File: config.mk
export PLATFORM = sky130hd
export DESIGN_NAME = if_stage
export DESIGN_NICKNAME = d
export VERILOG_FILES = /design/src/rtl/if_stage.sv
export SDC_FILE = /design/constraint.sdc
export NUM_CORES = 1
export LEC_CHECK = 0
export BUFFER_PORTS_ARGS = -buffer_cell sky130_fd_sc_hd__buf_2
export CAP_MARGIN = 30
export CELL_PAD_IN_SITES_DETAIL_PLACEMENT = 1
export CELL_PAD_IN_SITES_GLOBAL_PLACEMENT = 2
export CORE_ASPECT_RATIO = 1.4
export CORE_MARGIN = 2
export CORE_UTILIZATION = 34
export DETAILED_ROUTE_END_ITERATION = 8
export PLACE_DENSITY_LB_ADDON = 0.1
export SLEW_MARGIN = 5
export SYNTH_ARGS = -nofsm -noshare
export SYNTH_HDL_FRONTEND = slang
export SYNTH_SLANG_ARGS = --single-unit
File: constraint.sdc
create_clock -name clk_i -period 2.6 [get_ports clk_i]
set_input_delay 0.52 -clock clk_i [delete_from_list [all_inputs] [get_ports clk_i]]
set_output_delay 0.52 -clock clk_i [all_outputs]
set_load 0.01 [all_outputs]
File: src/rtl/if_stage.sv
// Instruction fetch: owns the PC, runs one outstanding imem req/ack transaction, drives IF/ID.
// Latency: an acked word reaches IF/ID on the next edge; one instruction per cycle with same-cycle ack.
// Backpressure: stall_i parks an acked word in a one-entry buffer and drops req; flush_i wins over stall_i.
module if_stage #(
    parameter logic [31:0] RESET_PC = 32'h0000_0000,
    parameter logic [31:0] NOP_INST = 32'h0000_0000
) (
    input  logic        clk_i,
    input  logic        rst_i,
    input  logic        start_i,
    input  logic        stall_i,
    input  logic        flush_i,
    input  logic [31:0] target_i,
    output logic        imem_req_o,
    output logic [31:0] imem_addr_o,
    input  logic        imem_ack_i,
    input  logic [31:0] imem_data_i,
    output logic [31:0] pc_o,
    output logic [31:0] if_id_pc4_o,
    output logic [31:0] if_id_inst_o,
    output logic        if_id_valid_o
);

    typedef enum logic [1:0] {IDLE, FETCH, HOLD} state_t;

    state_t      state_q, state_d;
    logic [31:0] pc_q, pc_d;
    logic [31:0] addr_q, addr_d;
    logic        kill_q, kill_d;
    logic [31:0] buf_pc4_q, buf_pc4_d;
    logic [31:0] buf_inst_q, buf_inst_d;
    logic [31:0] ifid_pc4_q, ifid_pc4_d;
    logic [31:0] ifid_inst_q, ifid_inst_d;
    logic        ifid_vld_q, ifid_vld_d;
    logic [31:0] addr_pc4;

    assign addr_pc4 = addr_q + 32'd4;

    always_comb begin
        state_d     = state_q;
        pc_d        = pc_q;
        kill_d      = kill_q;
        buf_pc4_d   = buf_pc4_q;
        buf_inst_d  = buf_inst_q;
        ifid_pc4_d  = ifid_pc4_q;
        ifid_inst_d = ifid_inst_q;
        ifid_vld_d  = ifid_vld_q;
        case (state_q)
            IDLE: begin
                if (start_i) state_d = FETCH;
            end
            FETCH: begin
                if (imem_ack_i) begin
                    if (kill_q) begin
                        // Response to a request already overtaken by a redirect.
                        kill_d = 1'b0;
                        if (flush_i) pc_d = target_i;
                        if (flush_i || !stall_i) begin
                            ifid_pc4_d  = 32'd0;
                            ifid_inst_d = NOP_INST;
                            ifid_vld_d  = 1'b0;
                        end
                    end else if (flush_i) begin
                        pc_d        = target_i;
                        ifid_pc4_d  = 32'd0;
                        ifid_inst_d = NOP_INST;
                        ifid_vld_d  = 1'b0;
                    end else if (!stall_i) begin
                        pc_d        = addr_pc4;
                        ifid_pc4_d  = addr_pc4;
                        ifid_inst_d = imem_data_i;
                        ifid_vld_d  = 1'b1;
                    end else begin
                        pc_d       = addr_pc4;
                        buf_pc4_d  = addr_pc4;
                        buf_inst_d = imem_data_i;
                        state_d    = HOLD;
                    end
                end else if (flush_i) begin
                    pc_d        = target_i;
                    kill_d      = 1'b1;
                    ifid_pc4_d  = 32'd0;
                    ifid_inst_d = NOP_INST;
                    ifid_vld_d  = 1'b0;
                end else if (!stall_i) begin
                    ifid_pc4_d  = 32'd0;
                    ifid_inst_d = NOP_INST;
                    ifid_vld_d  = 1'b0;
                end
            end
            HOLD: begin
                if (flush_i) begin
                    pc_d        = target_i;
                    ifid_pc4_d  = 32'd0;
                    ifid_inst_d = NOP_INST;
                    ifid_vld_d  = 1'b0;
                    state_d     = FETCH;
                end else if (!stall_i) begin
                    ifid_pc4_d  = buf_pc4_q;
                    ifid_inst_d = buf_inst_q;
                    ifid_vld_d  = 1'b1;
                    state_d     = FETCH;
                end
            end
            default: state_d = IDLE;
        endcase
        // A fresh request starts whenever none is in flight next cycle, always at the new PC.
        addr_d = (state_q != FETCH || imem_ack_i) ? pc_d : addr_q;
    end

    always_ff @(posedge clk_i or negedge rst_i) begin
        if (!rst_i) begin
            state_q     <= IDLE;
            pc_q        <= RESET_PC;
            addr_q      <= RESET_PC;
            kill_q      <= 1'b0;
            buf_pc4_q   <= 32'd0;
            buf_inst_q  <= NOP_INST;
            ifid_pc4_q  <= 32'd0;
            ifid_inst_q <= NOP_INST;
            ifid_vld_q  <= 1'b0;
        end else begin
            state_q     <= state_d;
            pc_q        <= pc_d;
            addr_q      <= addr_d;
            kill_q      <= kill_d;
            buf_pc4_q   <= buf_pc4_d;
            buf_inst_q  <= buf_inst_d;
            ifid_pc4_q  <= ifid_pc4_d;
            ifid_inst_q <= ifid_inst_d;
            ifid_vld_q  <= ifid_vld_d;
        end
    end

    assign imem_req_o    = (state_q == FETCH);
    assign imem_addr_o   = addr_q;
    assign pc_o          = pc_q;
    assign if_id_pc4_o   = ifid_pc4_q;
    assign if_id_inst_o  = ifid_inst_q;
    assign if_id_valid_o = ifid_vld_q;

endmodule

Word level (Yosys, flattened, before mapping). Cells that the tools add are included.

Add/sub/neg operators: 1. Equal/unequal tests: 12. Mux-type cells: 40. Bitwise gates (word level): 2. Reductions and logical operators: 11.

Operators with widths (number): $mux 32 (19); $pmux 32 s2 (3); $add 32x3->32 const B (1); $mux 2 (7); $ne 4x3->1 const B (3); $reduce_and 5->1 (2); $mux 1 (9); $ne 2x2->1 const B (4); $pmux 2 s3 (1); $reduce_and 6->1 (1); $ne 2x1->1 const B (2); $reduce_bool 2->1 (2); $ne 3x3->1 const B (1); $reduce_and 3->1 (1); $eq 2x1->1 const B (1); $eq 2x2->1 const B (1); $logic_not 2->1 (1); $logic_or 1x1->1 (2); $not 1->1 (2); $pmux 1 s2 (1); $reduce_and 2->1 (1); $logic_not 1->1 (1).

Flip-flop bits (word level): 196. Word-level logic and storage cells: 75.

Depth between registers and ports, before layout.
Depth in word-level cells: 6. Mapped depth: 10.

Least setup slack after synthesis. No wires, ideal clock.

Path type: flip-flop to flip-flop. Start point: register addr_q[14] (netlist: imem_addr_o[14]). End point: register ifid_pc4_q[31] (netlist: if_id_pc4_o[31]). Arrival: 2.310 ns. Data required time: 2.531 ns. Path slack: 0.221 ns. Cell stages (with the launch flop): 8. Period minus slack after synthesis: 2.379 ns. Cells stage by stage: dfrtp_1 buf_4 nand2_1 or4_4 buf_6 or4_4 or4_1 nand3_1.

Cells in the longest elaborated chain, start to end: 6.

Ends and longest elaborated chain: start, declared (line 28) `logic [31:0] addr_q, addr_d;`; start signal, assigned (line 125) `addr_q <= addr_d;`; $add 32x3->32 (line 37) `assign addr_pc4 = addr_q + 32'd4;`; $mux 32 (line 68) `end else if (!stall_i) begin`; $mux 32 (line 63) `end else if (flush_i) begin`; $mux 32 (line 54) `if (kill_q) begin`; $mux 32 (line 53) `if (imem_ack_i) begin`; $pmux 32 s2 (line 48) `case (state_q)`; end signal, assigned (line 129) `ifid_pc4_q <= ifid_pc4_d;`; end, declared (line 32) `logic [31:0] ifid_pc4_q, ifid_pc4_d;`.

No other way between the ends. The select of a mux whose other input is x is not followed. A chain may end at the register's enable or synchronous reset.

Worst setup path after layout.
Start point: register state_q[1]. End point: register ifid_pc4_q[15] (netlist: if_id_pc4_o[15]).

Cells in the longest elaborated chain, start to end: 3. Elaborated cells on any way between the ends: 9.

Ends and longest elaborated chain: start, declared (line 26) `state_t state_q, state_d;`; start signal, assigned (line 123) `state_q <= state_d;`; $eq 2x1->1 or $eq 2x2->1 (tied branches) (line 48); $ne 4x3->1 (no source line) (tied with other cells); $reduce_and 5->1 (no source line).

Parallel ways exist; a longest one is shown, timed or not.

==> flow_results.xml <==
<?xml version="1.0" encoding="UTF-8"?>
<metrics>
  <group name="synthesis">
    <metric name="synth_commonest_cells" unit="">196 x sky130_fd_sc_hd__dfrtp_1, 129 x sky130_fd_sc_hd__nor2_1, 92 x sky130_fd_sc_hd__nand2_1</metric>
    <metric name="synthesis.instances" unit="">994</metric>
    <metric name="synth-seq-area-share" unit="%">51.22</metric>
    <metric name="netlist_top_cells_area" unit="">sky130_fd_sc_hd__dfrtp_1 51%, sky130_fd_sc_hd__mux2_2 6.1%, sky130_fd_sc_hd__nor2_1 5.1%, sky130_fd_sc_hd__a221oi_1 3.8%, sky130_fd_sc_hd__o21ai_0 3.7%</metric>
    <metric name="synthFlopType" unit="">sky130_fd_sc_hd__dfrtp_1</metric>
    <metric name="ys_types" unit="">61</metric>
    <metric name="synth_top_cell_by_area" unit="">sky130_fd_sc_hd__dfrtp_1</metric>
    <metric name="synth.cell_area" unit="um^2">9577</metric>
    <metric name="yosys_warnings" unit="">0</metric>
    <metric name="synth_most_common_cell" unit="">sky130_fd_sc_hd__dfrtp_1</metric>
    <metric name="async_flop_share" unit="%">100.0</metric>
    <metric name="synth_enable_flop_cells" unit="">0</metric>
    <metric name="synth.net_count" unit="">1069</metric>
    <metric name="yosys_register_bits" unit="">196</metric>
    <metric name="postSynthAreaPerCell" unit="um^2">9.634</metric>
    <metric name="synth_top_cell_area_share" unit="%">51.22</metric>
  </group>
  <group name="die">
    <metric name="design.portCount" unit="">200</metric>
    <metric name="fp.dieW" unit="um">145.8</metric>
    <metric name="start_util" unit="%">34.63</metric>
    <metric name="core" unit="um^2">27660</metric>
    <metric name="die_h" unit="um">202.6</metric>
    <metric name="rows" unit="">72</metric>
    <metric name="floorplan.die_area" unit="um^2">29540</metric>
  </group>
  <group name="timing">
    <metric name="timing.final.hold_violations" unit="">0</metric>
    <metric name="setup_violations" unit="">0</metric>
    <metric name="fin_setup_tns" unit="ps">0</metric>
    <metric name="timing.fmax" unit="MHz">415.6</metric>
    <metric name="rsz0062_at_grt" unit="">false</metric>
    <metric name="timing.final.crit_share" unit="%">92.55</metric>
    <metric name="max-slew-margin-rel" unit="%">45.56</metric>
    <metric name="period_minus_slack" unit="ps">2406</metric>
    <metric name="total_count_of_max_transition_violations_in_the_final_report" unit="">0</metric>
    <metric name="timing_worst_slew_pin_value" unit="ps">806.4</metric>
    <metric name="finClkSkew" unit="ps">11.63</metric>
  </group>
  <group name="critical_path">
    <metric name="criticalPathCategory" unit="">reg2reg</metric>
    <metric name="reg2reg_setup_slack" unit="ps">190</metric>
    <metric name="reg2reg_depth" unit="">7</metric>
    <metric name="crit_fanout" unit="">13</metric>
    <metric name="timing.critical_path.arrival" unit="ps">2760</metric>
    <metric name="worst_setup_path_start_kind" unit="">flop</metric>
    <metric name="timing.critical_path.to_type" unit="">flop</metric>
    <metric name="data_required_time_of_the_worst_path" unit="ps">2950</metric>
    <metric name="rr_startpoint" unit="">state_q[1]</metric>
    <metric name="timing.rr.end" unit="">if_id_pc4_o[15]</metric>
  </group>
  <group name="routing">
    <metric name="drtAntennaViolNets" unit="">0</metric>
    <metric name="via_per_inst" unit="">5.374</metric>
    <metric name="routed_vias" unit="">8529</metric>
    <metric name="firstDrtPassIters" unit="">5</metric>
    <metric name="post-route-drc-count" unit="">0</metric>
    <metric name="routedWlPerCell" unit="um">21.01</metric>
    <metric name="detail_route.iter0.violations" unit="">511</metric>
    <metric name="finalWirelength" unit="mm">33.35</metric>
  </group>
  <group name="grt">
    <metric name="grt_overflow" unit="">0</metric>
    <metric name="first_pass_grt_wire_length" unit="mm">52.16</metric>
    <metric name="first_global_vias" unit="">8734</metric>
    <metric name="grt_max_degree" unit="">89</metric>
    <metric name="antenna_found_initial" unit="">0</metric>
    <metric name="grt_use_total" unit="%">22.82</metric>
  </group>
  <group name="final_layout">
    <metric name="design.final.nets" unit="">1279</metric>
    <metric name="multi_input_area" unit="um^2">4338</metric>
    <metric name="register_area" unit="um^2">4905</metric>
    <metric name="layout.cells.non_filler" unit="">1587</metric>
    <metric name="insertedDiodeCount" unit="">0</metric>
    <metric name="utilization" unit="%">43.56</metric>
    <metric name="final_layout_size_suffix_gt1_share" unit="%">29.91</metric>
    <metric name="count_of_fill_cells_added_during_filler_insertion" unit="">3219</metric>
    <metric name="layout-area-overhead-vs-synth" unit="%">25.80</metric>
  </group>
  <group name="run">
    <metric name="cap_violations" unit="">0</metric>
  </group>
  <group name="clock_tree">
    <metric name="clock-sinks" unit="">196</metric>
    <metric name="hold_buffers" unit="">0</metric>
    <metric name="worst_skew_pair_later_pin_latency" unit="ps">450</metric>
    <metric name="clock_tree_from_tritoncts" unit="">built</metric>
    <metric name="clk_pin_slew_worst_paths" unit="ps">80</metric>
    <metric name="cts_made_buffers" unit="">17</metric>
    <metric name="clock-root-buffer" unit="">sky130_fd_sc_hd__clkbuf_16</metric>
    <metric name="post-cts-setup-buffer-count" unit="">0</metric>
    <metric name="maximum_level_of_the_cts_h_tree" unit="">4</metric>
    <metric name="cts_resized" unit="">0</metric>
    <metric name="clock_tree.buffer_depth" unit="">2</metric>
  </group>
  <group name="placement">
    <metric name="buffer_ports.inserted" unit="">199</metric>
    <metric name="place.detailed.hpwl" unit="mm">24.22</metric>
    <metric name="routabilityCongestion" unit="">0.8335</metric>
    <metric name="dpl.cell_count" unit="">1555</metric>
  </group>
  <group name="power">
    <metric name="worst_ir_drop_vdd" unit="V">0.0006846</metric>
    <metric name="power_leakage" unit="nW">5.576</metric>
    <metric name="powerDensity" unit="nW/um^2">1374</metric>
  </group>
  <group name="status">
    <metric name="outcome" unit="">finished clean</metric>
  </group>
  <group name="min_path">
    <metric name="worst_hold_path_type" unit="">in2async</metric>
  </group>
</metrics>
[cells in the final DEF, fill, tap and decap left out, drive strengths merged, types with 3 or more instances in the layout]
cell type  count
a21oi         53
or3            7
o31ai          6
nor2b          8
nand4         11
inv           24
o21ai         72
a41oi          3
dfrtp        196
and3          10
ha             5
a21o           3
xor2           7
nor2         129
o2bb2ai        5
xnor2         12
o22a           8
a22oi          6
o21a           6
o211ai        10
clkinv         4
mux2          52
nand3         34
nor3          21
a31oi         20
nand2b         4
and2           3
a221oi        42
nand2         92
buf          268
or4            7
clkbuf        19
o31a           7
a21boi         5
nor4          11
o221ai        11
mux2i          3
[through the flow]
stage               hold slack (ps)  total power, mW  instance area [um^2]  worst slack, ps
global placement              453.6            13.75                 11440            284.4
floorplan                     224.4            10.17                  9577            221.2
CTS                           98.60            16.75                 12050            179.5
global route                  111.4            17.87                 12050            18.23
detailed placement            470.2            13.94                 11440            201.7
finish                        91.97            16.56                 12050            193.8
[cell families after synthesis]
| family | count (synthesis) | synth area share [%] |
|---|---|---|
| AND/OR/NAND/NOR | 346 | 16.58 |
| AO/OA/AOI/OAI | 277 | 19.43 |
| flip-flops | 196 | 51.22 |
| buffers and inverters | 96 | 3.959 |
| multiplexers | 55 | 6.428 |
| XOR/XNOR | 19 | 1.738 |
| adder cells (fa/ha/maj) | 5 | 0.6533 |
[routing by layer]
| metal | up-vias | GRT usage [%] | share of wire, % |
|---|---|---|---|
| met5 | - | 0 | 0 |
| met4 | 0 | 5.882 | 1.6 |
| met3 | 29 | 3.820 | 4.1 |
| met2 | 208 | 38.60 | 49 |
| met1 | 4255 | 30.45 | 45 |
| li1 | 4037 | - | - |
[cell type report]
cell class                      instances  area share (%)
Multi-Input combinational cell        702           36.01
Clock buffer                           18           3.645
Inverter                               18          0.5608
Sequential cell                       196           40.71
Tap cell                              370           3.843
Clock inverter                         14           1.392
Timing Repair Buffer                  269           13.84
[where the power goes]
part / internal [mW] / switching, mW
Combinational: 3.38 / 4.95
Clock: 1.48 / 1.31
Sequential: 4.49 / 0.954
Total: 9.35 / 7.21
[state kept, by name, summed over array words and instances, names as in the netlist]
signal	flops
if_id_valid_o	1
kill_q	1
pc_o	32
if_id_pc4_o	32
buf_inst_q	32
state_q	2
buf_pc4_q	32
imem_addr_o	32
if_id_inst_o	32
[critical path: stages, from the launching register on]
cell	delay, ps
sky130_fd_sc_hd__dfrtp_1	380
sky130_fd_sc_hd__inv_1	80
sky130_fd_sc_hd__ha_1	320
sky130_fd_sc_hd__buf_4	200
sky130_fd_sc_hd__or2_2	450
sky130_fd_sc_hd__a21boi_4	320
sky130_fd_sc_hd__nand2_1	290
sky130_fd_sc_hd__o211ai_1	250
[worst max path at each step]
stage / startpoint / to / slack, ps
4_1_cts: state_q[1] / imem_addr_o[31] / 180
3_5_place_dp: state_q[1] / if_id_pc4_o[15] / 200
3_3_place_gp: imem_addr_o[2] / if_id_pc4_o[22] / 280
5_1_grt: imem_addr_o[2] / pc_o[26] / 20
6_report: state_q[1] / if_id_pc4_o[15] / 190
2_1_floorplan: imem_addr_o[14] / if_id_pc4_o[31] / 220
(Power assumes the default switching activity.)
